## src/rtl/fifo_rd_stream.sv

```systemverilog
// Read-side stream adapter for sync_fifo: pops a show-ahead FIFO into a 2-entry head/skid buffer.
// Optional accepted-beat counter enabled by defining FIFO_RD_STREAM_CNT_EN.
module fifo_rd_stream #(
   parameter int WIDTH = 16,
   parameter int CNT_W = 16
) (
   input  logic             i_clk,
   input  logic             i_rst_n,
   input  logic             i_flush,
   input  logic [WIDTH-1:0] i_fifo_rdata,
   input  logic             i_fifo_not_empty,
   output logic             o_fifo_pop,
   output logic             o_fifo_flush,
   output logic             o_valid,
   input  logic             i_ready,
   output logic [WIDTH-1:0] o_data,
   output logic             o_idle,
   output logic [CNT_W-1:0] o_beat_cnt
);

   typedef enum logic [1:0] {
      S_EMPTY = 2'd0,
      S_ONE   = 2'd1,
      S_TWO   = 2'd2
   } state_t;

   state_t           state, state_nxt;
   logic [WIDTH-1:0] head, head_nxt;
   logic [WIDTH-1:0] skid, skid_nxt;
   logic             in_beat;
   logic             out_beat;

   // Pop depends only on registered state and FIFO status, never on i_ready.
   assign o_fifo_pop   = i_rst_n & i_fifo_not_empty & (state != S_TWO) & ~i_flush;
   assign o_fifo_flush = i_flush;
   assign o_valid      = (state != S_EMPTY);
   assign o_data       = head;
   assign o_idle       = (state == S_EMPTY) & ~i_fifo_not_empty;

   assign in_beat  = o_fifo_pop;
   assign out_beat = o_valid & i_ready;

   always_comb begin
      state_nxt = state;
      head_nxt  = head;
      skid_nxt  = skid;
      if (i_flush) begin
         state_nxt = S_EMPTY;
         head_nxt  = '0;
         skid_nxt  = '0;
      end else begin
         case (state)
            S_EMPTY: begin
               if (in_beat) begin
                  head_nxt  = i_fifo_rdata;
                  state_nxt = S_ONE;
               end
            end
            S_ONE: begin
               if (in_beat && out_beat) begin
                  head_nxt = i_fifo_rdata;
               end else if (in_beat) begin
                  skid_nxt  = i_fifo_rdata;
                  state_nxt = S_TWO;
               end else if (out_beat) begin
                  state_nxt = S_EMPTY;
               end
            end
            S_TWO: begin
               if (out_beat) begin
                  head_nxt  = skid;
                  state_nxt = S_ONE;
               end
            end
            default: state_nxt = S_EMPTY;
         endcase
      end
   end

   always_ff @(posedge i_clk or negedge i_rst_n) begin
      if (!i_rst_n) begin
         state <= S_EMPTY;
         head  <= '0;
         skid  <= '0;
      end else begin
         state <= state_nxt;
         head  <= head_nxt;
         skid  <= skid_nxt;
      end
   end

`ifdef FIFO_RD_STREAM_CNT_EN
   logic [CNT_W-1:0] beat_cnt;

   // Flush wins over a transfer in the same cycle; wraps naturally.
   always_ff @(posedge i_clk or negedge i_rst_n) begin
      if (!i_rst_n) begin
         beat_cnt <= '0;
      end else if (i_flush) begin
         beat_cnt <= '0;
      end else if (out_beat) begin
         beat_cnt <= beat_cnt + 1'b1;
      end
   end

   assign o_beat_cnt = beat_cnt;
`else
   assign o_beat_cnt = '0;
`endif

endmodule

```

## config.mk

```make
export PLATFORM = sky130hd
export DESIGN_NAME = fifo_rd_stream
export DESIGN_NICKNAME = d
export VERILOG_FILES = /design/src/rtl/fifo_rd_stream.sv
export SDC_FILE = /design/constraint.sdc
export NUM_CORES = 1
export LEC_CHECK = 0
export ABC_CLOCK_PERIOD_IN_PS = 2400
export BUFFER_PORTS_ARGS = -buffer_cell sky130_fd_sc_hd__buf_2
export CELL_PAD_IN_SITES_DETAIL_PLACEMENT = 0
export CELL_PAD_IN_SITES_GLOBAL_PLACEMENT = 2
export CORE_ASPECT_RATIO = 1.2
export CORE_MARGIN = 2
export CORE_UTILIZATION = 31
export CTS_CLUSTER_SIZE = 25
export DETAILED_ROUTE_END_ITERATION = 12
export HOLD_SLACK_MARGIN = 0.06
export PLACE_DENSITY_LB_ADDON = 0.1
export SYNTH_ARGS = -nofsm -noshare
export SYNTH_HDL_FRONTEND = slang
export SYNTH_SLANG_ARGS = --single-unit
```

## constraint.sdc

```tcl
create_clock -name i_clk -period 2.4 [get_ports i_clk]
set_input_delay 0 -clock i_clk [delete_from_list [all_inputs] [get_ports i_clk]]
set_output_delay 0 -clock i_clk [all_outputs]
set_load 0.02 [all_outputs]
```

==> results.toml <==
[drt]
wire_per_inst_um = 14.2
drtIter0Drc = 116
drc_errors = 0
ant_nets = 0
via_per_inst = 4.55
firstDrtPassIters = 4
postRouteWirelength_mm = 4.67
dr_total_vias = 1492

[yosys]
yosysTopAreaCell = "dfrtp_1"
seq_area_frac_synth_pct = 44.5
synth_flop_cell = "dfrtp_1"
synth_area_sq_mm = 0.00191
ys_types = 29
async_flop_share_pct = 100
synth.top_cells.by_area = "dfrtp_1 45%, a21oi_1 8.4%, mux2i_1 8.4%, buf_4 7.5%, a211oi_2 6.5%"
synth.top_cell.area_share_pct = 44.5
synth_edf_count = 0
synth.avg_cell_area_sq_um = 10.1
syn_inst = 189
yosys_warnings = 0
ys_seq_elements = 34

[timing]
min_period_over_period_pct = 88.8
rsz0062_at_grt = "false"
slew_viol_final = 0
worstMarginPinSlew_ns = 0.804
tns_ns = 0
clock.fmax_ghz = 0.469
min_period_ns = 2.13
setup_ws_ns = 0.269
final-setup-viol-count = 0
relSlewSlack_pct = 46.4
clock_skew_ns = 0.00875
finalHoldViolations = 0

[power]
ir_worst_vdd_uv = 447
leakage_nw = 1.06
power_density_mw_per_mm2 = 1040

[global_routing]
grt_max_degree = 39
grt_overflow = 0
grt_usage_pct = 14.8
grtUsageMet2_pct = 23.6
first_global_vias = 1453
grtUsageMet1_pct = 18.8
busiest_layer = "met2"
antenna_found_initial = 0
grt_pass1_wl_mm = 7.54
gr-usage-met3_pct = 4.60

[critical_path]
cp.arrival_ns = 2.25
crit_end = "o_data[2]"
reg2reg_slack_ns = 0.27
start_kind = "flip-flop"
r2r_cells = 7
startpoint = "state[0]"
end_kind = "flip-flop"
critPathKind = "reg2reg"
worst_r2r_endpoint = "o_data[2]"
r2r-start = "state[0]"
required_ns = 2.52
cp_max_fo = 16

[finish]
drive_gt1_share_pct = 28.9
final_common_cell = "buf_2"
fin_nets = 270
area_growth_pct = 24.3
diodes = 0
final_cell_mix = "40 x buf_2, 34 x dfrtp_1, 33 x nand2_1"

[floorplan]
die_area_sq_mm = 0.00681
std_cell_rows = 31
dieWidth_um = 75.7
io_pins = 57
fp.dieH_um = 90.0
start_util_pct = 31.8
coreArea_sq_mm = 0.00601

[cts]
cts_max_path_buffers = 2
tritoncts = "done"
clock-sinks = 34
postCtsSetupRepairBufs = 0
htree_levels = 2
numCtsBuffers = 5
clk_latency_ns = 0.29
cts-root-buf = "clkbuf_8"
clk_pin_slew_ns = 0.07

[placed_design]
post-dp-hpwl_mm = 3.23
globalplace.congestion = 0.805
port-buffer-count = 40
place_ws_ns = 0.125

[run]
maxCapViolCount = 0

[status]
status = "finished clean"

[min_path]
hold_path.class = "in2reg"
report_power, final:
part,leakage (nW),internal (mW),switching (mW)
clock network,0.0472,0.231,0.212
registers,0.460,0.735,0.0892
logic,0.548,0.436,0.759
layer usage:
layer / wire length, um / vias up
met2: 2330 / 38
met4: 63 / 0
met5: 0 / -
met1: 2030 / 717
li1: - / 732
met3: 232 / 5
final cells by class:
type / count / area [sq um]
clock buffers: 6 / 82.6
multi-input cells: 137 / 895
flip-flops and latches: 34 / 851
inverters: 3 / 11.3
well taps: 82 / 103
repair buffers: 64 / 423
clock inverters: 2 / 12.5
fillers: 627 / 3630
kinds of logic after synthesis:
group / Yosys count / share of synthesized area (%)
other: 1 / 0.196
buffers and inverters: 33 / 11.8
AO/OA/AOI/OAI: 54 / 20.9
adder cells (fa/ha/maj): 4 / 2.62
AND/OR/NAND/NOR: 46 / 11.1
multiplexers: 17 / 8.97
flip-flops: 34 / 44.5
sequential cells by signal, indices dropped and copies added (netlist names):
signal,count
o_data,16
skid,16
state,2
through the flow:
step	hold slack [ns]	util (%)	area, sq um	total power, mW	instances
floorplan	-0.296	-	1970	1.73	204
global route	0.259	39.5	2380	2.63	328
detailed placement	0.0635	35.1	2110	2.02	303
global placement	0.0565	35.1	2110	1.99	303
finish	0.237	39.5	2380	2.46	328
CTS	0.212	39.5	2370	2.50	328
synthesized netlist by cell type (2+ instances only):
library cell	number
o31ai_1	2
buf_2	5
mux2i_1	16
inv_1	3
buf_4	19
clkbuf_1	4
a211oi_2	10
nor2_1	5
a21oi_1	32
a211oi_1	6
nand2_1	33
ha_1	4
dfrtp_1	34
worst min-delay path by stage:
stage,start,endpoint,slack (ns),depth (start not counted)
floorplan,i_rst_n,o_data[0],-0.30,0
global placement,i_rst_n,o_data[1],0.06,2
detailed placement,i_rst_n,o_data[2],0.06,2
CTS,i_fifo_not_empty,state[1],0.21,5
global route,i_fifo_not_empty,state[1],0.26,5
finish,i_fifo_not_empty,state[1],0.24,5
what timing repair did:
action / 4_1_cts / 5_1_grt
hold buffers: 17 / 0
endpoints found under the setup margin: 0 / 16
endpoints found under the hold margin: 50 / 0
gates resized for setup: 0 / 1
critical path: stages (launching register included):
cell      delay (ns)
dfrtp_1         0.40
inv_1           0.09
ha_1            0.28
nor2b_1         0.34
o21bai_2        0.30
and2_1          0.19
buf_4           0.26
a211oi_1        0.12
(Power assumes the default switching activity.)
